**src/rtl/proc_mem_pkg.sv**
```systemverilog
// Shared types and constants for the memory-access stage of the 18-bit pipeline.
package proc_mem_pkg;

    localparam int WORD_W = 18;
    localparam int CH_W   = 6;

    localparam logic [1:0] RGB_FULL = 2'b00;
    localparam logic [1:0] RGB_R    = 2'b01;
    localparam logic [1:0] RGB_G    = 2'b10;
    localparam logic [1:0] RGB_B    = 2'b11;

    typedef enum logic [2:0] {
        IDLE,
        RD_WAIT,
        WR_WAIT,
        RMW_RD,
        RMW_WR
    } mem_state_t;

endpackage

```
**src/rtl/rgb_lane_merge.sv**
```systemverilog
// Extracts a zero-extended 6-bit colour channel from a word and merges a channel back into a word.
module rgb_lane_merge
    import proc_mem_pkg::*;
(
    input  logic [WORD_W-1:0] word_i,
    input  logic [CH_W-1:0]   field_i,
    input  logic [1:0]        sel_i,
    output logic [WORD_W-1:0] extract_o,
    output logic [WORD_W-1:0] merge_o
);

    // A full-word select leaves the word untouched in both directions.
    always_comb begin
        extract_o = word_i;
        merge_o   = word_i;
        case (sel_i)
            RGB_R: begin
                extract_o                = {{(WORD_W-CH_W){1'b0}}, word_i[CH_W-1:0]};
                merge_o[CH_W-1:0]        = field_i;
            end
            RGB_G: begin
                extract_o                = {{(WORD_W-CH_W){1'b0}}, word_i[2*CH_W-1:CH_W]};
                merge_o[2*CH_W-1:CH_W]   = field_i;
            end
            RGB_B: begin
                extract_o                = {{(WORD_W-CH_W){1'b0}}, word_i[3*CH_W-1:2*CH_W]};
                merge_o[3*CH_W-1:2*CH_W] = field_i;
            end
            default: ;
        endcase
    end

endmodule

```
**src/rtl/memory_access_stage.sv**
```systemverilog
// M stage: loads/stores over a req/ack bus with RGB channel read-modify-write, stalls until done.
// Optional MEM_TIMEOUT_EN aborts an access after TIMEOUT_CYCLES wait cycles and sets mem_err.
module memory_access_stage
    import proc_mem_pkg::*;
#(
    parameter int ADDR_W         = 10,
    parameter int TIMEOUT_CYCLES = 255
) (
    input  logic              clk,
    input  logic              rst,
    input  logic              RegWriteM,
    input  logic              MemWriteM,
    input  logic              ResultSrcM,
    input  logic [4:0]        RD_M,
    input  logic [WORD_W-1:0] PCPlus4M,
    input  logic [WORD_W-1:0] ALU_ResultM,
    input  logic [WORD_W-1:0] WriteDataM,
    input  logic [1:0]        RGB_M,
    output logic              mem_req,
    output logic              mem_we,
    output logic [ADDR_W-1:0] mem_addr,
    output logic [WORD_W-1:0] mem_wdata,
    input  logic              mem_ack,
    input  logic [WORD_W-1:0] mem_rdata,
    output logic              StallM,
    output logic              RegWriteW,
    output logic              ResultSrcW,
    output logic [4:0]        RD_W,
    output logic [WORD_W-1:0] PCPlus4W,
    output logic [WORD_W-1:0] ALU_ResultW,
    output logic [WORD_W-1:0] ReadDataW,
    output logic [1:0]        RGB_W,
    output logic              mem_err
);

    mem_state_t        state_q, state_d;
    logic [WORD_W-1:0] capt_q, capt_d;
    logic              regWrite_q, resultSrc_q;
    logic [4:0]        rd_q;
    logic [WORD_W-1:0] pcPlus4_q, aluResult_q, readData_q, readData_d;
    logic [1:0]        rgb_q;

    logic              access, rgbFull, done, abort, reqRaw, weRaw;
    logic [WORD_W-1:0] wdataRaw, laneField, mergedWord;

    assign access   = MemWriteM | ResultSrcM;
    assign rgbFull  = (RGB_M == RGB_FULL);
    assign mem_addr = ALU_ResultM[ADDR_W-1:0];

    rgb_lane_merge u_lane (
        .word_i    (capt_q),
        .field_i   (WriteDataM[CH_W-1:0]),
        .sel_i     (RGB_M),
        .extract_o (),
        .merge_o   (mergedWord)
    );

    rgb_lane_merge u_extract (
        .word_i    (mem_rdata),
        .field_i   (WriteDataM[CH_W-1:0]),
        .sel_i     (RGB_M),
        .extract_o (laneField),
        .merge_o   ()
    );

`ifdef MEM_TIMEOUT_EN
    localparam int CNT_W = $clog2(TIMEOUT_CYCLES + 1);
    logic [CNT_W-1:0] cnt_q;
    logic             err_q;
    logic             timeoutHit;

    assign timeoutHit = (state_q != IDLE) && (cnt_q == CNT_W'(TIMEOUT_CYCLES));
    assign mem_err    = err_q;

    logic unusedBits;
    assign unusedBits = ^ALU_ResultM[WORD_W-1:ADDR_W];
`else
    logic timeoutHit;
    assign timeoutHit = 1'b0;
    assign mem_err    = 1'b0;

    logic unusedBits;
    assign unusedBits = ^{ALU_ResultM[WORD_W-1:ADDR_W], TIMEOUT_CYCLES[0]};
`endif

    // Both MemWriteM and ResultSrcM set falls into the store branches.
    always_comb begin
        state_d  = state_q;
        capt_d   = capt_q;
        reqRaw   = 1'b0;
        weRaw    = 1'b0;
        wdataRaw = WriteDataM;
        done     = 1'b0;
        abort    = 1'b0;
        case (state_q)
            IDLE: begin
                if (access) begin
                    reqRaw = 1'b1;
                    if (MemWriteM && rgbFull) begin
                        weRaw = 1'b1;
                        if (mem_ack) done = 1'b1;
                        else         state_d = WR_WAIT;
                    end else if (MemWriteM) begin
                        if (mem_ack) begin
                            capt_d  = mem_rdata;
                            state_d = RMW_WR;
                        end else begin
                            state_d = RMW_RD;
                        end
                    end else begin
                        if (mem_ack) done = 1'b1;
                        else         state_d = RD_WAIT;
                    end
                end
            end
            RD_WAIT: begin
                reqRaw = 1'b1;
                if (mem_ack) begin
                    done    = 1'b1;
                    state_d = IDLE;
                end
            end
            WR_WAIT: begin
                reqRaw = 1'b1;
                weRaw  = 1'b1;
                if (mem_ack) begin
                    done    = 1'b1;
                    state_d = IDLE;
                end
            end
            RMW_RD: begin
                reqRaw = 1'b1;
                if (mem_ack) begin
                    capt_d  = mem_rdata;
                    state_d = RMW_WR;
                end
            end
            RMW_WR: begin
                reqRaw   = 1'b1;
                weRaw    = 1'b1;
                wdataRaw = mergedWord;
                if (mem_ack) begin
                    done    = 1'b1;
                    state_d = IDLE;
                end
            end
            default: state_d = IDLE;
        endcase

        // An expired wait drops the request, which also skips any pending RMW write.
        if (timeoutHit) begin
            reqRaw  = 1'b0;
            weRaw   = 1'b0;
            done    = 1'b1;
            abort   = 1'b1;
            state_d = IDLE;
        end
    end

    assign mem_req   = reqRaw & ~rst;
    assign mem_we    = weRaw;
    assign mem_wdata = wdataRaw;
    assign StallM    = access & ~done;

    always_comb begin
        readData_d = '0;
        if (abort)
            readData_d = '1;
        else if (ResultSrcM && !MemWriteM)
            readData_d = rgbFull ? mem_rdata : laneField;
    end

    always_ff @(posedge clk) begin
        if (rst) begin
            state_q     <= IDLE;
            capt_q      <= '0;
            regWrite_q  <= 1'b0;
            resultSrc_q <= 1'b0;
            rd_q        <= '0;
            pcPlus4_q   <= '0;
            aluResult_q <= '0;
            readData_q  <= '0;
            rgb_q       <= '0;
        end else begin
            state_q <= state_d;
            capt_q  <= capt_d;
            if (StallM) begin
                regWrite_q  <= 1'b0;
                resultSrc_q <= 1'b0;
                rd_q        <= '0;
                pcPlus4_q   <= '0;
                aluResult_q <= '0;
                readData_q  <= '0;
                rgb_q       <= '0;
            end else begin
                regWrite_q  <= RegWriteM;
                resultSrc_q <= ResultSrcM;
                rd_q        <= RD_M;
                pcPlus4_q   <= PCPlus4M;
                aluResult_q <= ALU_ResultM;
                readData_q  <= readData_d;
                rgb_q       <= RGB_M;
            end
        end
    end

`ifdef MEM_TIMEOUT_EN
    always_ff @(posedge clk) begin
        if (rst) begin
            cnt_q <= '0;
            err_q <= 1'b0;
        end else begin
            if (done || mem_ack)
                cnt_q <= '0;
            else if (reqRaw)
                cnt_q <= cnt_q + 1'b1;
            if (abort)
                err_q <= 1'b1;
        end
    end
`endif

    assign RegWriteW   = regWrite_q;
    assign ResultSrcW  = resultSrc_q;
    assign RD_W        = rd_q;
    assign PCPlus4W    = pcPlus4_q;
    assign ALU_ResultW = aluResult_q;
    assign ReadDataW   = readData_q;
    assign RGB_W       = rgb_q;

endmodule
```
**config.mk**
```make
export PLATFORM = sky130hd
export DESIGN_NAME = memory_access_stage
export DESIGN_NICKNAME = d
export VERILOG_FILES = /design/src/rtl/proc_mem_pkg.sv /design/src/rtl/rgb_lane_merge.sv /design/src/rtl/memory_access_stage.sv
export SDC_FILE = /design/constraint.sdc
export NUM_CORES = 1
export LEC_CHECK = 0
export ABC_AREA = 1
export CAP_MARGIN = 5
export CORE_MARGIN = 3
export CORE_UTILIZATION = 30
export DETAILED_ROUTE_END_ITERATION = 12
export PLACE_DENSITY_LB_ADDON = 0.12
export SLEW_MARGIN = 10
export SYNTH_ARGS = -nofsm -noshare
export SYNTH_HDL_FRONTEND = slang
export SYNTH_HIERARCHICAL = 1
export SYNTH_SLANG_ARGS = --single-unit
```
**constraint.sdc**
```tcl
create_clock -name clk -period 4.28 [get_ports clk]
set_clock_uncertainty 0.15 [all_clocks]
set_input_delay 0.428 -clock clk [delete_from_list [all_inputs] [get_ports clk]]
set_output_delay 0.428 -clock clk [all_outputs]
set_load 0.01 [all_outputs]
```
==> flow_metrics.py, run 1 <==
metrics = {
    "setup_path": {
        "worst_ep_arrival_time_ns": 2.63,
        "worstPathCellList": "nor2_2, nand2_1, clkinv_1, nand2_1, nand2_1, clkdlybuf4s50_1",
        "timing.critical_path.mode_cell": "nand2_1",
        "cp_max_fo": 22,
        "cp_num_buf_inv": 2,
        "worst_setup_path_start_kind": "register",
        "slowest_delay_ns": 0.56,
        "crit_required_ns": 3.70,
        "cp-end-kind": "output pin",
        "worst_path_max_delay_cell": "clkinv_1",
        "crit_type": "register to output pin",
        "cpLargestDelayFamily": "buffers and inverters",
    },
    "global_route": {
        "antenna_found_initial": 0,
        "grt_usage_pct": 15.4,
        "overflow": 0,
        "grt_first_pass_wirelength_microns": 17600,
        "grt_start_max_net_pins": 46,
        "first_global_vias": 3539,
    },
    "clock_tree": {
        "clkTransAtPathRegs_ns": 0.06,
        "cts_buffers": 9,
        "cts_num_sinks": 84,
        "cts_buffer_depth": 2,
        "htreeDepth": 3,
        "ctsResizeCount": 0,
        "cts_setup_buffers": 0,
        "cts-root-buf": "clkbuf_16",
        "clk_latency_ns": 0.32,
        "hold_buffers": 0,
        "cts_tree": "yes",
    },
    "layout": {
        "final_net_count": 762,
        "final_cell_mix": "178 x clkdlybuf4s50_1, 113 x nand2_1, 102 x nor2_1, 84 x dfxtp_1, 65 x inv_1",
        "drive_above_1_share_pct": 6.31,
        "antennaDiodeCount": 0,
        "syn_to_final_growth_pct": 51.7,
        "nFillCells": 1286,
        "final_common_cell": "clkdlybuf4s50_1",
    },
    "route": {
        "drt_wl_total_microns": 10900,
        "antenna_left": 0,
        "route.detailed.drc": 0,
        "dr.first_iter.drc_count": 134,
        "dr_total_vias": 3570,
        "drt_first_pass_iters": 4,
        "wl_per_cell_microns": 12.8,
        "routed_via_density": 4.20,
    },
    "synth": {
        "syn_avg_cell_area_sq_um": 7.27,
        "ys.warnings.count": 6,
        "syn_inst": 524,
        "synth_nets": 609,
        "syn-cell-area_sq_um": 3810,
    },
    "timing": {
        "finalCritPeriodShare_pct": 74.9,
        "worst_pin_slew_ns": 0.738,
        "rsz0062_at_grt": "no",
        "max_freq_ghz": 0.312,
        "fin_crit_ns": 3.20,
        "setup_tns_ns": 0,
        "final_hold_viol_count": 0,
        "report.final.slew_viol_count": 0,
        "finalSetupViolCount": 0,
        "setup_ws_ns": 1.08,
        "slew_headroom_pct": 50.6,
        "holdWs_ns": 0.338,
    },
    "run_status": {
        "outcome": "finished clean",
    },
    "floorplan": {
        "die_width_microns": 119,
        "die-area_sq_um": 14100,
        "die_h_microns": 119,
        "ios": 180,
        "initial_core_util_pct": 31.2,
        "coreArea_sq_um": 12200,
        "num_rows": 40,
    },
    "power": {
        "leakage_uw": 0.00264,
        "ir_drop_mv": 0.210,
        "p_per_area_nw_per_um2": 421,
    },
    "run": {
        "maxCapViolCount": 0,
    },
    "place": {
        "port_buffers": 178,
        "routabilityCongestion": 0.814,
        "pre_cts_slack_ns": 1.13,
        "dp_hpwl_microns": 8480,
    },
    "worst_hold_path": {
        "hp-class": "register to register",
    },
}
report_power, final:
part,internal [uW],switching [uW]
Clock,420,279
Combinational,378,406
Sequential,896,53.1
Total,1690,738
area by class of cell:
cell class | instances | area, sq um | share of cell area, %
timing repair buffer | 181 | 1800 | 31.2
sequential | 84 | 1680 | 29.1
multi-input combinational | 329 | 1520 | 26.3
inverter | 72 | 290 | 5.02
clock buffer | 13 | 260 | 4.50
tap | 168 | 210 | 3.64
clock inverter | 2 | 10.0 | 0.173
flip-flops by register name, summed over array words and instances (netlist names):
signal / cells
RD_W: 5
state_q: 3
ALU_ResultW: 18
ReadDataW: 18
PCPlus4W: 18
capt_q: 18
RegWriteW: 1
RGB_W: 2
ResultSrcW: 1
routing by layer:
| metal | wire [microns] | part of all wire, % | GRT usage [%] |
|---|---|---|---|
| met1 | 4620 | 43 | 17.9 |
| met2 | 5040 | 46 | 25.8 |
| met3 | 1090 | 10 | 6.22 |
| met4 | 108 | 1.0 | 5.43 |
| met5 | 0 | 0 | 0 |
path summary, 6_finish.rpt:
path,start,endpoint,slack (ns),cells past startpoint
min reg2reg,capt_q[15],capt_q[15],0.34,2
max,state_q[1],mem_wdata[12],1.08,6
min,capt_q[15],capt_q[15],0.34,2
max reg2reg,state_q[1],ALU_ResultW[7],2.12,7
worst register-to-register path, stage by stage, from the launching register on:
cell and delay [ns]:
dfxtp_1 0.43, nor2_2 0.08, nand2_1 0.48, nand2_1 0.14, nand2_1 0.10, nand3_2 0.13
nand2_4 0.40, nor2_1 0.11
through the flow:
stage	util (%)	cell area (sq um)	total power [uW]	std cells
after floorplan	-	3810	1410	524
after global placement	45.1	5510	1750	834
after detailed placement	45.1	5510	1760	834
after CTS	47.3	5780	2470	849
after global routing	47.3	5780	2600	849
final	47.3	5780	2430	849
No activity file was read; power rests on OpenSTA's default activity.
==> run 2: changes to the inputs <==
==> constraint.sdc (replaced) <==
create_clock -name clk -period 2.6 [get_ports clk]
set_clock_uncertainty 0.15 [all_clocks]
set_input_delay 0.26 -clock clk [delete_from_list [all_inputs] [get_ports clk]]
set_output_delay 0.26 -clock clk [all_outputs]
set_load 0.01 [all_outputs]
==> run 2 against run 1 <==
Compared with the run above:
- critical path depth up 2
- die area unchanged
- largest power group unchanged
- critical path type is now input port to output pin
- register-to-register slack worse by 1.2 ns
- setup slack worse by 0.82 ns
- clock power up 82%
- first-iteration DRC count up 29%
- global-route usage down 0.084 points
- final cell count up 0.71%
- sequential power up 64%
- total power up 70%
- flip-flop and latch count unchanged
==> flow_metrics.py, run 2 (synthesis gave the netlist of run 1 again) <==
metrics = {
    "timing": {
        "rsz0062_at_grt": "no",
        "report.final.slew_viol_count": 0,
        "max_freq_ghz": 0.426,
        "fin_crit_ns": 2.35,
        "finalCritPeriodShare_pct": 90.3,
        "final_hold_viol_count": 0,
        "finalSetupViolCount": 0,
        "setup_tns_ns": 0,
        "holdWs_ns": 0.296,
        "setup_ws_ns": 0.252,
        "slew_headroom_pct": 62.0,
        "worst_pin_slew_ns": 0.570,
    },
    "worst_hold_path": {
        "hp-class": "input port to register",
        "hold_path_depth": 3,
        "hold_end": "PCPlus4W[9]",
        "hold_start": "PCPlus4M[9]",
    },
    "global_route": {
        "antenna_found_initial": 0,
        "grt_start_max_net_pins": 46,
        "grt_first_pass_wirelength_microns": 17600,
        "overflow": 0,
        "first_global_vias": 3586,
        "grt_usage_pct": 15.4,
    },
    "floorplan": {
        "die_h_microns": 119,
        "num_rows": 40,
        "coreArea_sq_um": 12200,
        "die_width_microns": 119,
        "ios": 180,
        "initial_core_util_pct": 31.2,
        "die-area_sq_um": 14100,
    },
    "power": {
        "p_switching_uw": 1240,
        "p_clk_share_pct": 30.7,
        "total_power_uw": 4140,
        "power_frac_seq_pct": 37.8,
        "leakage_uw": 0.00268,
        "switching_share_pct": 29.9,
        "p_per_area_nw_per_um2": 708,
        "internal-power_uw": 2900,
        "ir_drop_mv": 0.286,
        "p_comb_share_pct": 31.5,
    },
    "run": {
        "maxCapViolCount": 0,
    },
    "setup_path": {
        "cp-end-kind": "output pin",
        "slowest_delay_ns": 0.58,
        "worst_setup_path_start_kind": "input port",
        "r2r-end": "ALU_ResultW[7]",
        "worst_ep_arrival_time_ns": 1.94,
        "reg2reg_slack_ns": 0.88,
        "crit_required_ns": 2.19,
        "worst_path_max_delay_cell": "clkdlybuf4s50_1",
        "cp_max_fo": 6,
        "reg2reg_depth": 7,
        "crit_type": "input port to output pin",
        "reg2reg_from": "state_q[0]",
        "worstPathCellList": "clkdlybuf4s50_1, inv_1, nand2_1, nand2_1, nand3_1, nand3_2, inv_1, clkdlybuf4s50_1",
    },
    "run_status": {
        "outcome": "finished clean",
    },
    "route": {
        "route.detailed.drc": 0,
        "dr.first_iter.drc_count": 173,
        "antenna_left": 0,
        "drt_first_pass_iters": 5,
        "routed_via_density": 4.21,
        "wl_per_cell_microns": 12.6,
        "drt_wl_total_microns": 10800,
        "dr_total_vias": 3602,
    },
    "layout": {
        "syn_to_final_growth_pct": 53.7,
        "antennaDiodeCount": 0,
        "final_common_cell": "clkdlybuf4s50_1",
        "final_net_count": 767,
        "drive_above_1_share_pct": 7.57,
        "final-seq-area_sq_um": 1680,
        "final_cell_mix": "178 x clkdlybuf4s50_1, 113 x nand2_1, 102 x nor2_1, 83 x dfxtp_1, 65 x inv_1",
        "fin_cells": 855,
        "multi_input_area_sq_um": 1520,
        "nFillCells": 1259,
    },
    "place": {
        "port_buffers": 178,
        "place_inst": 839,
        "routabilityCongestion": 0.799,
        "pre_cts_slack_ns": 0.252,
        "dp_hpwl_microns": 8410,
    },
    "clock_tree": {
        "cts_setup_buffers": 0,
        "cts_buffer_depth": 2,
        "cts_tree": "yes",
        "cts-root-buf": "clkbuf_16",
        "clkTransAtPathRegs_ns": 0.06,
        "cts_buffers": 9,
        "clk_latency_ns": 0.33,
        "htreeDepth": 3,
        "cts_num_sinks": 84,
    },
}
## run 2: cell count changes in the layout (fill, tap and decap cells not counted), sizes merged
cell / before / now
clkbuf: 13 / 12
buf: 3 / 8
clkinvlp: 0 / 2
clkinv: 3 / 2
bufinv: 0 / 1
## run 2: power groups by stage
stage / registers (uW) / logic (uW) / clock network (uW)
floorplan: 1630 / 703 / 0
global placement: 1590 / 1310 / 0
detailed placement: 1590 / 1310 / 0
CTS: 1570 / 1320 / 1320
global route: 1590 / 1460 / 1360
finish: 1560 / 1300 / 1270
## run 2: final cells by class
type / count / area share [%]
repair buffers: 186 / 31.5
multi-input cells: 329 / 26.0
clock buffers: 12 / 4.38
flip-flops and latches: 84 / 28.7
inverters: 72 / 5.02
well taps: 168 / 3.59
clock inverters: 4 / 0.812
## run 2: worst max path at each step
stage | end | depth (start not counted) | slack, ns | start
floorplan | mem_wdata[10] | 6 | 1.10 | state_q[1]
global placement | StallM | 8 | 0.26 | RGB_M[0]
detailed placement | StallM | 8 | 0.25 | MemWriteM
CTS | mem_wdata[12] | 6 | 0.09 | state_q[1]
global route | mem_wdata[8] | 6 | 0.07 | state_q[0]
finish | StallM | 8 | 0.25 | MemWriteM
## run 2: stage by stage
stage	instance area, sq um	utilization (%)
5_1_grt	5850	47.9
4_1_cts	5850	47.9
2_1_floorplan	3810	-
3_5_place_dp	5550	45.4
6_report	5850	47.9
3_3_place_gp	5550	45.4
## run 2: worst max-delay path: cells and delay by family
kind,cells,cell delay [ns]
buffers and inverters,4,1.32
and+or+nand+nor,4,0.36
## run 2: what timing repair did
item / in CTS / in global routing
setup endpoints to repair: 0 / 18
hold buffers: 0 / 0
gates resized for setup: 0 / 2
## run 2: metal layers
metal  track usage, %  up-vias  part of all wire [%]
met1             17.7     1555                    43
met4             4.49        0                  0.57
met5                0        -                     0
li1                 -     1895                     -
met3             6.75        4                    10
met2             25.8      148                    46
